==> src/rtl/mux_4to1_8bit_pkg.sv <==
// Shared constants and select-code type for the 2:1 / 4:1 registered mux block.
package mux_4to1_8bit_pkg;

   localparam int unsigned DEFAULT_WIDTH = 8;
   localparam int unsigned SEL4_W        = 2;

   typedef enum logic [SEL4_W-1:0] {
      SEL_IN0 = 2'b00,
      SEL_IN1 = 2'b01,
      SEL_IN2 = 2'b10,
      SEL_IN3 = 2'b11
   } sel4_t;

endpackage : mux_4to1_8bit_pkg

==> src/rtl/mux_2to1_8bit.sv <==
// Combinational 2:1 selector; an unknown select yields all-zeros so the
// registered outputs downstream stay deterministic in simulation.
module mux_2to1_8bit
   import mux_4to1_8bit_pkg::*;
#(
   parameter int unsigned WIDTH = DEFAULT_WIDTH
) (
   input  logic [WIDTH-1:0] i_a,
   input  logic [WIDTH-1:0] i_b,
   input  logic             i_sel,
   output logic [WIDTH-1:0] o_y_c
);

   always_comb begin
      o_y_c = '0;
      case (i_sel)
         1'b0:    o_y_c = i_a;
         1'b1:    o_y_c = i_b;
         default: o_y_c = '0;
      endcase
   end

endmodule : mux_2to1_8bit

==> src/rtl/mux_4to1_8bit.sv <==
// Independent registered 2:1 and 4:1 selectors sharing in0/in1; the 4:1 path
// is a three-node tree of 2:1 muxes (sel4[0] at the leaves, sel4[1] at the root).
module mux_4to1_8bit
   import mux_4to1_8bit_pkg::*;
#(
   parameter int unsigned WIDTH = DEFAULT_WIDTH
) (
   input  logic              clk,
   input  logic              rst_n,
   input  logic              en,
   input  logic [WIDTH-1:0]  in0,
   input  logic [WIDTH-1:0]  in1,
   input  logic [WIDTH-1:0]  in2,
   input  logic [WIDTH-1:0]  in3,
   input  logic              sel2,
   input  logic [SEL4_W-1:0] sel4,
   output logic [WIDTH-1:0]  out2,
   output logic [WIDTH-1:0]  out4
);

   logic [WIDTH-1:0] w_mux2_c;
   logic [WIDTH-1:0] w_leaf_lo_c;
   logic [WIDTH-1:0] w_leaf_hi_c;
   logic [WIDTH-1:0] w_mux4_c;
   logic [WIDTH-1:0] r_out2;
   logic [WIDTH-1:0] r_out4;

   mux_2to1_8bit #(.WIDTH(WIDTH)) u_mux2 (
      .i_a   (in0),
      .i_b   (in1),
      .i_sel (sel2),
      .o_y_c (w_mux2_c)
   );

   mux_2to1_8bit #(.WIDTH(WIDTH)) u_leaf_lo (
      .i_a   (in0),
      .i_b   (in1),
      .i_sel (sel4[0]),
      .o_y_c (w_leaf_lo_c)
   );

   mux_2to1_8bit #(.WIDTH(WIDTH)) u_leaf_hi (
      .i_a   (in2),
      .i_b   (in3),
      .i_sel (sel4[0]),
      .o_y_c (w_leaf_hi_c)
   );

   mux_2to1_8bit #(.WIDTH(WIDTH)) u_root (
      .i_a   (w_leaf_lo_c),
      .i_b   (w_leaf_hi_c),
      .i_sel (sel4[1]),
      .o_y_c (w_mux4_c)
   );

   // Both output registers; reset clears them immediately and overrides en.
   always_ff @(posedge clk or negedge rst_n) begin
      if (!rst_n) begin
         r_out2 <= '0;
         r_out4 <= '0;
      end else if (en) begin
         r_out2 <= w_mux2_c;
         r_out4 <= w_mux4_c;
      end
   end

   assign out2 = r_out2;
   assign out4 = r_out4;

endmodule : mux_4to1_8bit

==> config.mk <==
export PLATFORM = sky130hd
export DESIGN_NAME = mux_4to1_8bit
export DESIGN_NICKNAME = d
export VERILOG_FILES = /design/src/rtl/mux_4to1_8bit_pkg.sv /design/src/rtl/mux_2to1_8bit.sv /design/src/rtl/mux_4to1_8bit.sv
export SDC_FILE = /design/constraint.sdc
export NUM_CORES = 1
export LEC_CHECK = 0
export CORE_MARGIN = 2
export CORE_UTILIZATION = 43
export CTS_BUF_LIST = sky130_fd_sc_hd__clkbuf_8
export DETAILED_ROUTE_END_ITERATION = 7
export PLACE_DENSITY = 0.8
export SYNTH_ARGS = -nofsm -noshare
export SYNTH_HDL_FRONTEND = slang
export SYNTH_HIERARCHICAL = 1
export SYNTH_SLANG_ARGS = --single-unit
export TNS_END_PERCENT = 1
==> constraint.sdc <==
create_clock -name clk -period 1 [get_ports clk]
set_clock_uncertainty 0.2 [all_clocks]
set_input_delay 0.15 -clock clk [delete_from_list [all_inputs] [get_ports clk]]
set_output_delay 0.15 -clock clk [all_outputs]
set_load 0.01 [all_outputs]
==> impl_metrics.json <==
{
  "status": "finished, violations left",
  "violations": "negative setup slack",
  "grt_use_met2_pct": 31.9,
  "leakagePower_nw": 0.954,
  "busiest_layer": "met2",
  "hold_violations": 0,
  "ant_nets": 0,
  "mostFrequentLayoutCell": "mux2_4",
  "clock-sinks": 16,
  "die-width_um": 56.3,
  "io_pins": 54,
  "mostFrequentLayoutCells": "mux2_4, dlygate4sd2_1, dfrtp_1, buf_2, buf_4",
  "synth-seq-cells": 16,
  "yosysWarnings": 6,
  "timing.final.crit_share_pct": 127,
  "cap_violations": 0,
  "holdWs_ps": 31.4,
  "grt_pass1_wl_um": 4020,
  "crit_path_start_kind": "input port",
  "htree_levels": 1,
  "met1_usage_pct": 17.5,
  "place_congestion": 0.685,
  "synthCells": 70,
  "cts_tree": "built",
  "routed_via_density": 4.82,
  "dr_total_vias": 791,
  "rows": 18,
  "root_buffer": "clkbuf_8",
  "die-area_um2": 3170,
  "syn_avg_cell_area_um2": 16.8,
  "final_util_pct": 71.4,
  "drt_wl_total_um": 2500,
  "finalPower_mw": 2.11,
  "clk_pin_slew_ps": 60,
  "ys_seq_area_share_pct": 34.1,
  "areaGrowthSynthToFinish_pct": 53.2,
  "cts_buffers": 3,
  "worst_slew_pin_slew_ps": 130,
  "fin_ws_ps": -274,
  "wl_per_cell_um": 15.2,
  "syn_area_um2": 1170,
  "diodes": 0,
  "firstDrtPassIters": 4,
  "arrival_ps": 1200,
  "end_kind": "register",
  "grt_pass1_vias": 857,
  "worst-setup-path-type": "input port to register",
  "final.min_clock_period_ps": 1270,
  "globalRouteMet3Util_pct": 3.46,
  "worstPathRequired_ps": 930,
  "syn-num-nets": 108,
  "drcViolationCount": 0,
  "synthDistinctLibCells": 5,
  "drv_slew": 0,
  "place_area_um2": 1830,
  "coreArea_um2": 2520,
  "dpl_worst_slack_ps": -1010,
  "hold_buffers": 0,
  "layout-drive-gt1-share_pct": 61.9,
  "grt_usage_pct": 16.3,
  "p_per_area_nw_per_um2": 1170,
  "grt_max_degree": 17,
  "drt_iter0_markers": 1,
  "start_util_pct": 46.6,
  "rsz0062_at_grt": "true",
  "fmax_mhz": 785,
  "io_buffers": 53,
  "grt-ovfl-total": 0,
  "antenna_found_initial": 0,
  "timing.slew.headroom_pct": 91.3,
  "ctsLongestPathBuffers": 2,
  "min_path_type": "input port to asynchronous set/reset pin",
  "worstPathMaxFanout": 8,
  "finalNetCount": 173,
  "final_area_um2": 1800,
  "ir_drop_mv": 1.27,
  "clk_latency_ps": 250,
  "setup_viol": 29,
  "die_h_um": 56.3
}
[flip-flops by register name (all words and copies together) (netlist names)]
| register | cells |
|---|---|
| out2 | 8 |
| out4 | 8 |
[power by group]
part | switching [mW] | internal [mW]
clock network | 0.213 | 0.349
registers | 0.0486 | 0.737
logic | 0.245 | 0.513
[path summary, 6_finish.rpt]
path	start	endpoint	slack (ps)	depth (start not counted)
setup / recovery	sel4[0]	out4[4]	-270	5
hold / removal	rst_n	out4[3]	30	2
setup reg to reg	out2[3]	out2[3]	-90	2
hold reg to reg	out2[7]	out2[7]	300	1
max in group asynchronous	rst_n	out4[0]	450	2
min in group clk	in1[7]	out2[7]	210	3
[synth_stat cells]
library cell	n	area share, %
mux2_2	6	5.8
buf_12	1	1.7
buf_6	5	4.8
mux2_4	42	54
dfrtp_1	16	34
[timing repair]
action                     in CTS  in global routing
buffers inserted                1                  0
resized for setup             112                  0
setup endpoints to repair      32                 29
cloned                          1                  0
[per-stage QoR]
step	TNS [ps]	cells
after floorplan	-4180	70
after global placement	-16800	158
after detailed placement	-17060	158
after CTS	-4570	164
after global routing	-5080	164
final	-4380	164
[final cells by class]
class / instances / area (um^2)
Fill cell: 200 / 722
Timing Repair Buffer: 66 / 594
Multi-Input combinational cell: 48 / 713
Clock buffer: 4 / 55.1
Tap cell: 30 / 37.5
Sequential cell: 16 / 400
[worst max-delay path, stage by stage]
cell and delay (ps):
buf_8 110, buf_12 140, mux2_4 290, mux2_4 260
mux2_4 250
[per-layer routing]
metal  share of wire (%)  up-vias
met2                  58       17
met4                 1.1        0
met1                  37      386
met5                   0        -
met3                 3.2        2
li1                    -      386
[logic make-up after synthesis]
logic type,count (synthesis),share of synthesized area (%)
flip-flops,16,34.1
multiplexers,48,59.4
buffers and inverters,6,6.50
Power figures use the tool's default switching activity.
